[config.mk]
export PLATFORM = sky130hd
export DESIGN_NAME = ps2_scancode_decoder
export DESIGN_NICKNAME = d
export VERILOG_FILES = /design/src/rtl/ps2_pkg.sv /design/src/rtl/ps2_event_fifo.sv /design/src/rtl/ps2_scancode_decoder.sv
export SDC_FILE = /design/constraint.sdc
export NUM_CORES = 1
export LEC_CHECK = 0
export BUFFER_PORTS_ARGS = -buffer_cell sky130_fd_sc_hd__clkbuf_2
export CORE_ASPECT_RATIO = 1.1
export CORE_UTILIZATION = 35
export CTS_BUF_LIST = sky130_fd_sc_hd__clkbuf_4
export DETAILED_ROUTE_END_ITERATION = 6
export GPL_TIMING_DRIVEN = 0
export PLACE_DENSITY_LB_ADDON = 0.05
export SETUP_SLACK_MARGIN = 0.3
export SYNTH_ARGS = -nofsm -noshare
export SYNTH_HDL_FRONTEND = slang
export SYNTH_HIERARCHICAL = 1
export SYNTH_SLANG_ARGS = --single-unit
[constraint.sdc]
create_clock -name i_clk -period 4.1 [get_ports i_clk]
set_input_delay 0.205 -clock i_clk [delete_from_list [all_inputs] [get_ports i_clk]]
set_output_delay 0.205 -clock i_clk [all_outputs]
set_load 0.01 [all_outputs]
[src/rtl/ps2_pkg.sv]
// Shared definitions for the PS/2 scan-code decoder: FSM states, special
// byte values, modifier key codes and the event record stored in the FIFO.
package ps2_pkg;

  typedef enum logic [2:0] {
    ST_IDLE    = 3'd0,
    ST_EXT     = 3'd1,
    ST_BRK     = 3'd2,
    ST_EXT_BRK = 3'd3,
    ST_PAUSE   = 3'd4
  } ps2_state_e;

  localparam logic [7:0] BYTE_E0 = 8'hE0;
  localparam logic [7:0] BYTE_F0 = 8'hF0;
  localparam logic [7:0] BYTE_E1 = 8'hE1;
  localparam logic [7:0] BYTE_AA = 8'hAA;
  localparam logic [7:0] BYTE_FA = 8'hFA;
  localparam logic [7:0] BYTE_EE = 8'hEE;
  localparam logic [7:0] BYTE_FE = 8'hFE;
  localparam logic [7:0] BYTE_00 = 8'h00;
  localparam logic [7:0] BYTE_FF = 8'hFF;

  localparam logic [7:0] KEY_LSHIFT = 8'h12;
  localparam logic [7:0] KEY_RSHIFT = 8'h59;
  localparam logic [7:0] KEY_CTRL   = 8'h14;
  localparam logic [7:0] KEY_ALT    = 8'h11;

  // Bytes that follow E1 before the pause sequence is complete.
  localparam logic [2:0] PAUSE_SKIP = 3'd7;

  localparam int CODE_W  = 8;
  localparam int EVENT_W = CODE_W + 5;

  typedef struct packed {
    logic [CODE_W-1:0] code;
    logic              brk;
    logic              ext;
    logic              shift;
    logic              ctrl;
    logic              alt;
  } ps2_event_t;

  // Keyboard status/ack bytes that carry no key information.
  function automatic logic is_ignored(input logic [7:0] b);
    return (b == BYTE_00) || (b == BYTE_AA) || (b == BYTE_EE) ||
           (b == BYTE_FA) || (b == BYTE_FE) || (b == BYTE_FF);
  endfunction

  // Print-screen wraps itself in E0-prefixed shift codes that are not real keys.
  function automatic logic is_fake_shift(input logic [7:0] b);
    return (b == KEY_LSHIFT) || (b == KEY_RSHIFT);
  endfunction

endpackage

[src/rtl/ps2_event_fifo.sv]
// Synchronous event FIFO; a push while full with no pop is dropped and
// flagged by a one-cycle overflow pulse.
module ps2_event_fifo
  import ps2_pkg::*;
#(
  parameter int DEPTH = 4
) (
  input  logic               i_clk,
  input  logic               i_rst,
  input  logic               i_push,
  input  logic [EVENT_W-1:0] i_din,
  input  logic               i_pop,
  output logic [EVENT_W-1:0] o_dout,
  output logic               o_empty,
  output logic               o_full,
  output logic               o_overflow
);

  localparam int AW = $clog2(DEPTH);

  logic [EVENT_W-1:0] mem [DEPTH];
  logic [AW-1:0]      wr_ptr;
  logic [AW-1:0]      rd_ptr;
  logic [AW:0]        count;
  logic               do_push;
  logic               do_pop;

  assign o_empty = (count == '0);
  assign o_full  = (count == (AW+1)'(DEPTH));
  assign do_pop  = i_pop && !o_empty;
  // A pop in the same cycle frees the slot, so a full FIFO still accepts.
  assign do_push = i_push && (!o_full || do_pop);

  // Head is forced to zero while empty so the event outputs idle at 0.
  assign o_dout = o_empty ? '0 : mem[rd_ptr];

  always_ff @(posedge i_clk) begin
    if (do_push) begin
      mem[wr_ptr] <= i_din;
    end
  end

  always_ff @(posedge i_clk or posedge i_rst) begin
    if (i_rst) begin
      wr_ptr     <= '0;
      rd_ptr     <= '0;
      count      <= '0;
      o_overflow <= 1'b0;
    end else begin
      o_overflow <= i_push && !do_push;
      if (do_push) wr_ptr <= wr_ptr + 1'b1;
      if (do_pop)  rd_ptr <= rd_ptr + 1'b1;
      case ({do_push, do_pop})
        2'b10:   count <= count + 1'b1;
        2'b01:   count <= count - 1'b1;
        default: count <= count;
      endcase
    end
  end

endmodule

[src/rtl/ps2_scancode_decoder.sv]
// Turns a stream of PS/2 set-2 scan-code bytes into key make/break events
// with a modifier snapshot, queued in a small FIFO for the consumer.
module ps2_scancode_decoder
  import ps2_pkg::*;
#(
  parameter int FIFO_DEPTH     = 4,
  parameter int TIMEOUT_CYCLES = 50000
) (
  input  logic       i_clk,
  input  logic       i_rst,
  input  logic [7:0] i_data,
  input  logic       i_data_valid,
  input  logic       i_ready,
  output logic       o_valid,
  output logic [7:0] o_code,
  output logic       o_break,
  output logic       o_extended,
  output logic       o_shift,
  output logic       o_ctrl,
  output logic       o_alt,
  output logic       o_overflow,
  output logic [2:0] o_state
);

  localparam int TMO_W = $clog2(TIMEOUT_CYCLES + 1);
  localparam logic [TMO_W-1:0] TMO_MAX = TMO_W'(TIMEOUT_CYCLES);

  ps2_state_e       state, state_n;
  logic [2:0]       skip, skip_n;
  logic [TMO_W-1:0] tmo_cnt;
  logic             lshift, rshift, ctrl, alt;
  logic             lshift_n, rshift_n, ctrl_n, alt_n;
  logic             key_evt, key_brk, key_ext, pause_evt;
  ps2_event_t       ev_n, ev_q, head;
  logic             push_q;
  logic             fifo_empty, fifo_full, pop;

  assign o_state = state;

  always_comb begin
    state_n   = state;
    skip_n    = skip;
    key_evt   = 1'b0;
    key_brk   = 1'b0;
    key_ext   = 1'b0;
    pause_evt = 1'b0;
    if (i_data_valid) begin
      case (state)
        ST_IDLE: begin
          if (i_data == BYTE_E0) begin
            state_n = ST_EXT;
          end else if (i_data == BYTE_F0) begin
            state_n = ST_BRK;
          end else if (i_data == BYTE_E1) begin
            state_n = ST_PAUSE;
            skip_n  = PAUSE_SKIP;
          end else if (!is_ignored(i_data)) begin
            key_evt = 1'b1;
          end
        end
        ST_EXT: begin
          if (i_data == BYTE_F0) begin
            state_n = ST_EXT_BRK;
          end else begin
            state_n = ST_IDLE;
            key_evt = !is_fake_shift(i_data);
            key_ext = 1'b1;
          end
        end
        ST_BRK: begin
          state_n = ST_IDLE;
          key_evt = 1'b1;
          key_brk = 1'b1;
        end
        ST_EXT_BRK: begin
          state_n = ST_IDLE;
          key_evt = !is_fake_shift(i_data);
          key_brk = 1'b1;
          key_ext = 1'b1;
        end
        ST_PAUSE: begin
          if (skip == 3'd1) begin
            state_n   = ST_IDLE;
            skip_n    = 3'd0;
            pause_evt = 1'b1;
          end else begin
            skip_n = skip - 1'b1;
          end
        end
        default: state_n = ST_IDLE;
      endcase
    end
  end

  // Next modifier latches; the stored snapshot already includes this event.
  always_comb begin
    lshift_n = lshift;
    rshift_n = rshift;
    ctrl_n   = ctrl;
    alt_n    = alt;
    if (key_evt) begin
      case (i_data)
        KEY_LSHIFT: lshift_n = !key_brk;
        KEY_RSHIFT: rshift_n = !key_brk;
        KEY_CTRL:   ctrl_n   = !key_brk;
        KEY_ALT:    alt_n    = !key_brk;
        default:    ;
      endcase
    end
  end

  always_comb begin
    ev_n.code  = pause_evt ? BYTE_E1 : i_data;
    ev_n.brk   = key_brk && !pause_evt;
    ev_n.ext   = key_ext && !pause_evt;
    ev_n.shift = lshift_n || rshift_n;
    ev_n.ctrl  = ctrl_n;
    ev_n.alt   = alt_n;
  end

  always_ff @(posedge i_clk or posedge i_rst) begin
    if (i_rst) begin
      state   <= ST_IDLE;
      skip    <= '0;
      tmo_cnt <= '0;
      lshift  <= 1'b0;
      rshift  <= 1'b0;
      ctrl    <= 1'b0;
      alt     <= 1'b0;
      push_q  <= 1'b0;
      ev_q    <= '0;
    end else begin
      push_q <= key_evt || pause_evt;
      ev_q   <= ev_n;
      lshift <= lshift_n;
      rshift <= rshift_n;
      ctrl   <= ctrl_n;
      alt    <= alt_n;
      if (i_data_valid) begin
        state   <= state_n;
        skip    <= skip_n;
        tmo_cnt <= '0;
      end else if (state != ST_IDLE) begin
        // A stalled prefix is abandoned so a lost byte cannot poison later keys.
        if (tmo_cnt == TMO_MAX) begin
          state   <= ST_IDLE;
          skip    <= '0;
          tmo_cnt <= '0;
        end else begin
          tmo_cnt <= tmo_cnt + 1'b1;
        end
      end else begin
        tmo_cnt <= '0;
      end
    end
  end

  assign pop = o_valid && i_ready;

  ps2_event_fifo #(
    .DEPTH (FIFO_DEPTH)
  ) u_fifo (
    .i_clk      (i_clk),
    .i_rst      (i_rst),
    .i_push     (push_q),
    .i_din      (ev_q),
    .i_pop      (pop),
    .o_dout     (head),
    .o_empty    (fifo_empty),
    .o_full     (fifo_full),
    .o_overflow (o_overflow)
  );

  assign o_valid    = !fifo_empty;
  assign o_code     = head.code;
  assign o_break    = head.brk;
  assign o_extended = head.ext;
  assign o_shift    = head.shift;
  assign o_ctrl     = head.ctrl;
  assign o_alt      = head.alt;

endmodule

Word-level counts from Yosys, hierarchy flattened
Memory sizes are Yosys's and may differ from the RTL's.
Index checks and enable logic that the tools add are counted.
- register bits: 46
- output and inout port bits: 18
- bits of input ports: 12
- bits in writable memories: 52
- logic and storage cells: 125
- memories: 1
- memory list (name ; words ; bits a word ; rd ports ; clocked after memory_dff ; wr ports ; RTL line ; RTL):
    u_fifo.mem ; 4 ; 13 ; 1 ; 0 ; 1 ; ps2_event_fifo.sv:21 ; logic [EVENT_W-1:0] mem [DEPTH];
- muxes and demuxes: 42
- reductions and logical operators: 33
- equal/unequal tests: 27
- add/subtract/negate cells: 6
- operators with widths (operator ; count):
    $eq 8x8->1 const B ; 8
    $mux 16 ; 3
    $mux 3 ; 12
    $eq 8x5->1 const B ; 3
    $mux 1 ; 19
    $add 16x1->16 const B ; 1
    $eq 16x16->1 const B ; 1
    $mux 13 ; 1
    $ne 3x3->1 const B ; 4
    $pmux 3 s2 ; 2
    $logic_or 1x1->1 ; 9
    $pmux 3 s3 ; 1
    $eq 8x7->1 const B ; 1
    $logic_not 8->1 ; 1
    $mux 8 ; 1
    $eq 3x1->1 const B ; 2
    $eq 3x2->1 const B ; 2
    $eq 3x3->1 const B ; 2
    $logic_and 1x1->1 ; 6
    $logic_not 1->1 ; 6
    $logic_not 3->1 ; 2
    $reduce_and 6->1 ; 1
    $reduce_bool 2->1 ; 3
    $sub 3x1->3 const B ; 2
    13 further kinds ; 15

Depth between registers and ports, before layout
Gate-level depths: netlist of the first run.
- word-level depth: 14
- gate-level depth with buffers: 11
- mapped depth without buffers: 10

By module
The synthesis of the first run kept the hierarchy.
- by module, submodules not included (module ; sequential area each (sq um) ; cells each ; area each (sq um) ; times used):
    ps2_event_fifo ; 1761.7 ; 124 ; 2438.6 ; 1
    ps2_scancode_decoder ; 950.9 ; 216 ; 2054.5 ; 1

Least setup slack after synthesis of the first run
No wires, ideal clock.
- kind: register to register
- start: register u_fifo.count[0]
- end: register u_fifo.count[2]
- arrival time: 2.479 ns
- setup time: 0.079 ns
- required time: 4.021 ns
- clock period less this slack: 2.558 ns
- setup slack: 1.542 ns
- cell stages (with the launch flop): 12
- cell sequence: dfrtp_1 > nor3_1 > buf_2 > nor2b_1 > o21a_4 > inv_1 > ha_1 > inv_1 > fa_1 > xor2_1 > nor2_1 > xor2_1
- word-level cells in the longest chain between the ends: 8
- elaborated cells between the ends (all ways): 14
- RTL lines (what ; RTL line ; RTL):
    from (decl) ; ps2_event_fifo.sv:24 ; logic [AW:0] count;
    from (signal assigned) ; ps2_event_fifo.sv:54 ; 2'b10: count <= count + 1'b1;
    from (signal assigned) ; ps2_event_fifo.sv:55 ; 2'b01: count <= count - 1'b1;
    from (signal assigned) ; ps2_event_fifo.sv:56 ; default: count <= count;
    $logic_not 3->1 * ; ps2_event_fifo.sv:28 ; assign o_empty = (count == '0);
    named net fifo_empty ; ps2_scancode_decoder.sv:36 ; logic fifo_empty, fifo_full, pop;
    $logic_not 1->1 * ; ps2_scancode_decoder.sv:174 ; assign o_valid = !fifo_empty;
    $logic_and 1x1->1 * ; ps2_scancode_decoder.sv:158 ; assign pop = o_valid && i_ready;
    named net pop ; ps2_scancode_decoder.sv:36 ;
    $logic_and 1x1->1 * ; ps2_event_fifo.sv:30 ; assign do_pop = i_pop && !o_empty;
    $logic_or 1x1->1 ; ps2_event_fifo.sv:32 ; assign do_push = i_push && (!o_full || do_pop);
    $logic_and 1x1->1 ; ps2_event_fifo.sv:32 ;
    $eq 2x1->1 or $eq 2x2->1 (tied branches) ; ps2_event_fifo.sv:53 ; case ({do_push, do_pop})
    $pmux 3 s2 or $reduce_bool 2->1 (tied branches) ; -- ;
The timed path passes the listed nets; every way through them passes the cells marked *.
A chain may end at the register's enable or synchronous reset.

Worst setup path after layout of the first run
Ends and elaborated chain as after synthesis.

==> out/results.txt, run 1 <==
outcome - complete, no violations
CTS Buf Count - 9
Worst VDD drop - 240 uV
global-route wire length before repair - 14.7 mm
antenna-violating nets left - 0
slowest stage delay, CP - 0.71 ns
Power Dens Cells - 546 nW/um^2
vias per cell - 5.02
Worst Setup Path Type - reg -> reg
Cells after DPL - 525
Final Hold Viols - 0
CP Cell Sequence - nor3_1 -> buf_2 -> nor2b_1 -> o21a_4 -> inv_1 -> ha_1 -> inv_1 -> fa_1 -> xor2_1 -> nor2_1 -> xor2_1
Clock power frac - 0.172
Sw Pwr - 0.000918 W
total clock sinks - 98
area of the mapped netlist - 4490 um^2
setup slack after layout - 0.991 ns
number of I/O port buffers - 29
setup TNS - 0 ns
Residual DRC - 0
largest net degree at the start of global routing - 39
critical path peak fanout - 11
Fin Clk Skew - 0.0127 ns
path type of the worst min-delay path - in -> reg
worst slew pin tran - 0.838 ns
type of element capturing the critical path - flip-flop
Die W - 110 um
I/O pin total - 30
cell family contributing the most delay on the critical path - simple AND/OR/NAND/NOR gates
Post-Syn Instances - 339
Routed WL - 9.13 mm
Max-slew headroom - 0.437
Detail Placement HPWL - 6.24 mm
Max stage delay cell, worst path - nor3_1
# hold bufs at CTS - 2
final setup vio count - 0
Util after Layout - 0.396
Peak Freq - 322 MHz
post-CTS sizing - 0
total number of vias - 2728
full die area - 13300 um^2
Max Slew Vio Count - 0
Syn. warnings - 6
Sw Share - 0.339
setup slack after placement - 0.993 ns
Nets - 403
num rows - 43
total nets after synthesis - 361
GP Congestion - 0.811
P&R area growth vs syn - 10.6%
initial antenna violation count - 0
routed len/inst - 16.8 um
root buf cell - clkbuf_4
Die Ht - 121 um
gr ovfl total - 0
diode count - 0
CTS tree - built
final instance count without filler cells - 543
Reg power frac - 0.485
crit start category - flip-flop
DRT iter0 DRCs - 97
area of the core - 12500 um^2
Initial Util - 0.358
Max-Cap Viols - 0
RSZ-0062 raised after global routing - false
Post-CTS Setup Bufs - 0
Critical Path RT - 4.49 ns
clk_lat worst skew - 0.47 ns
total track usage - 0.154
hold_ws - 0.0624 ns
crit path time final - 3.11 ns
power share of the combinational group - 0.343
WP data arrival - 3.50 ns
Bufs and invs on worst path - 3
Worst-path clk slew - 0.15 ns
share of cells above drive strength 1 - 0.223
H-tree depth - 3
P_int - 0.00179 W
Synth Area per Inst - 13.2 um^2
final worst path period share - 0.758
vias in the first global route - 2692
leakage power total - 1.92 nW
CTS max path bufs - 2
drt first pass iters - 4
[path summary, 6_finish.rpt]
check	from	end	slack, ns	cells after the start
worst max-delay path	u_fifo/count[0]	u_fifo/count[2]	0.99	11
worst min-delay path	i_data[1]	ev_q[6]	0.06	2
worst max register to register	u_fifo/count[0]	u_fifo/count[2]	0.99	11
worst min register to register	u_fifo/count[2]	u_fifo/count[2]	0.49	1
max in group asynchronous	i_rst	tmo_cnt[0]	3.14	3
min in group asynchronous	i_rst	u_fifo/wr_ptr[0]	0.25	3
[cells in the final DEF (no fill, tap or decap), drive strengths merged, types with 3 or more instances in the layout]
cell type	instances
o21ai	12
nand2	23
clkbuf	41
mux4	13
nand4	3
a22o	4
nor3b	4
and2	12
xor2	13
nand3	8
nor2b	18
edfxtp	52
a21oi	3
ha	9
or3	4
nor3	7
nand2b	7
nor2	25
dfrtp	46
buf	9
inv	23
xnor2	5
[sequential cells by signal, indices dropped and copies added (netlist names)]
signal	flops
rshift	1
u_fifo/count	3
u_fifo/mem	52
skip	3
ev_q	13
u_fifo/o_overflow	1
push_q	1
u_fifo/rd_ptr	2
u_fifo/wr_ptr	2
lshift	1
tmo_cnt	16
o_state	3
[stage by stage]
step	power [W]	area, um^2
after floorplan	0.00199	4490
after global placement	0.00228	4830
after detailed placement	0.00229	4830
after CTS	0.00276	4970
after global routing	0.00291	4970
final	0.00271	4970
[power by group through the flow]
stage	logic (W)	clock network, W	registers [W]
finish	0.000930	0.000466	0.00131
detailed placement	0.000951	0	0.00134
global route	0.00104	0.000533	0.00133
floorplan	0.000684	0	0.00131
CTS	0.000954	0.000494	0.00132
global placement	0.000947	0	0.00133
[metal layers]
metal,track usage,part of all wire
met4,0.0525,0.014
met5,0,0
met2,0.232,0.46
met1,0.214,0.49
met3,0.0420,0.031
[area by class of cell]
class	instances	area, um^2
repair buffers	31	165
inverters	21	78.8
multi-input cells	209	1630
clock buffers	10	75.1
plain buffers	11	71.3
well taps	157	196
fillers	1237	7570
clock inverters	6	41.3
flip-flops and latches	98	2710
Power figures use the tool's default switching activity.
==> run 2: changes to the inputs <==
- ABC_AREA: unset -> 1
- clock period: 4.1 -> 3.2 ns (I/O delays scaled with it)
==> out/results.txt, run 2 <==
leakage power total - 2.58 nW (+34%)
Peak Freq - 380 MHz (+18%)
GP Congestion - 0.805 (-0.79%)
Worst VDD drop - 240 uV (about the same)
Syn. warnings - 6 (unchanged)
post-CTS sizing - 0 (unchanged)
total clock sinks - 98 (unchanged)
final instance count without filler cells - 788 (+45%)
combined area of the multi-input logic cells - 1690 um^2 (+4.1%)
Die Ht - 127 um (+5.1%)
worst slew pin tran - 1.21 ns (+0.374 ns)
Max-Cap Viols - 0 (unchanged)
most frequent cells in the layout - 114 x nand2_1, 96 x inv_1, 52 x edfxtp_1, 46 x dfrtp_1, 45 x nand3_1
Synth Area per Inst - 9.14 um^2 (-31%)
Critical Path RT - 3.29 ns (-1.20 ns)
vias in the first global route - 3456 (+28%)
Die W - 116 um (+5.1%)
final setup vio count - 0 (unchanged)
RSZ-0062 raised after global routing - false
path type of the worst min-delay path - in -> reg
vias per cell - 4.47 (-11%)
routed len/inst - 13.1 um (-22%)
Power Dens Cells - 718 nW/um^2 (+32%)
full die area - 14700 um^2 (+10%)
global-route wire length before repair - 17.2 mm (+17%)
Worst Setup Path Type - reg -> reg
largest net degree at the start of global routing - 39 (unchanged)
Final Hold Viols - 0 (unchanged)
total number of vias - 3522 (+29%)
Sequential Area - 2710 um^2 (unchanged)
initial antenna violation count - 1 (+1)
final worst path period share - 0.822 (+0.0639)
DRT iter0 DRCs - 128 (+32%)
CTS Buf Count - 9 (unchanged)
Initial Util - 0.358 (about the same)
root buf cell - clkbuf_4
area of the core - 13900 um^2 (+10%)
Fillers - 1452 (+17%)
crit start category - flip-flop
CTS max path bufs - 2 (unchanged)
Routed WL - 10.3 mm (+13%)
WP data arrival - 2.72 ns (-0.78 ns)
I/O pin total - 30 (unchanged)
hold_ws - 0.0624 ns (+0.00000790 ns)
R2R cell count - 9 (-2)
P&R area growth vs syn - 13.0%
area of the mapped netlist - 4960 um^2 (+11%)
Worst-path clk slew - 0.15 ns (about the same)
antenna-violating nets left - 0 (unchanged)
Largest register FFs - 52 (unchanged)
total track usage - 0.158 (+0.00324)
Max-slew headroom - 0.189 (-0.248)
CTS tree - built
Post-Syn Instances - 543 (+60%)
number of I/O port buffers - 28 (-3.4%)
crit path time final - 2.63 ns (-0.478 ns)
Detail Placement HPWL - 7.45 mm (+19%)
type of element capturing the critical path - flip-flop
H-tree depth - 3 (unchanged)
critical path peak fanout - 13 (+2)
setup TNS - 0 ns (unchanged)
biggest regs - u_fifo/mem (52), tmo_cnt (16), ev_q (13)
Largest Register - u_fifo/mem
Max Slew Vio Count - 0 (unchanged)
Residual DRC - 0 (unchanged)
Fin Clk Skew - 0.00842 ns (-0.00425 ns)
Nets - 616 (+53%)
total nets after synthesis - 565 (+57%)
most common cell after layout, fill and taps aside - nand2_1
drt first pass iters - 6 (+2)
gr ovfl total - 0 (unchanged)
clk_lat worst skew - 0.46 ns (about the same)
outcome - complete, no violations
Hold Crit Depth - 5 (+3)
Cells after DPL - 761 (+45%)
share of cells above drive strength 1 - 0.210 (-0.0124)
num rows - 45 (+4.7%)
## run 2: repair_timing
| action | 4_1_cts | 5_1_grt |
|---|---|---|
| hold endpoints to repair | 58 | 0 |
| endpoints found under the setup margin | 0 | 0 |
| hold buffers | 10 | 0 |
| setup buffers | 0 | 0 |
## run 2: worst max-delay path, stage by stage (launching register included)
cell	delay (ns)
dfrtp_1	0.46
nor2_4	0.08
nand2_4	0.08
inv_4	0.05
buf_12	0.14
nor2_1	0.21
inv_1	0.11
nand3_4	0.12
nand2_4	0.08
nor2_1	0.91
## run 2: through the flow
step / utilization / cell area [um^2] / power (W) / setup WS (ns)
after detailed placement: 0.387 / 5360 / 0.00341 / 0.472
final: 0.405 / 5610 / 0.00403 / 0.569
after global placement: 0.385 / 5340 / 0.00337 / 0.353
after global routing: 0.405 / 5610 / 0.00433 / 0.323
after floorplan: - / 4960 / 0.00288 / 1.08
after CTS: 0.405 / 5610 / 0.00411 / 0.430
## run 2: final timing paths
| check | startpoint | to | slack, ns |
|---|---|---|---|
| max in group asynchronous | i_rst | tmo_cnt[7] | 2.33 |
| setup / recovery | u_fifo/count[0] | u_fifo/mem[1][11] | 0.57 |
| setup reg to reg | u_fifo/count[0] | u_fifo/mem[1][11] | 0.57 |
| hold reg to reg | tmo_cnt[0] | tmo_cnt[0] | 0.49 |
| hold / removal | i_ready | u_fifo/rd_ptr[1] | 0.06 |
| min in group asynchronous | i_rst | u_fifo/wr_ptr[1] | 0.17 |
## run 2: report_power, final
group          internal (W)  switching (W)
clock network      0.000249       0.000430
logic              0.000617        0.00102
registers           0.00158       0.000130
total               0.00244        0.00158
## run 2: per-layer routing
| layer | part of all wire | GRT usage |
|---|---|---|
| met1 | 0.45 | 0.198 |
| met2 | 0.51 | 0.263 |
| met3 | 0.027 | 0.0358 |
| met4 | 0.012 | 0.0581 |
| met5 | 0 | 0 |
## run 2: cell type report
type	count	share of cell area
Multi-Input combinational cell	314	0.302
Clock buffer	10	0.0134
Tap cell	188	0.0419
Antenna cell	1	0.000446
Buffer	10	0.0185
Sequential cell	98	0.484
Clock inverter	6	0.0118
Inverter	121	0.0814
Timing Repair Buffer	40	0.0469
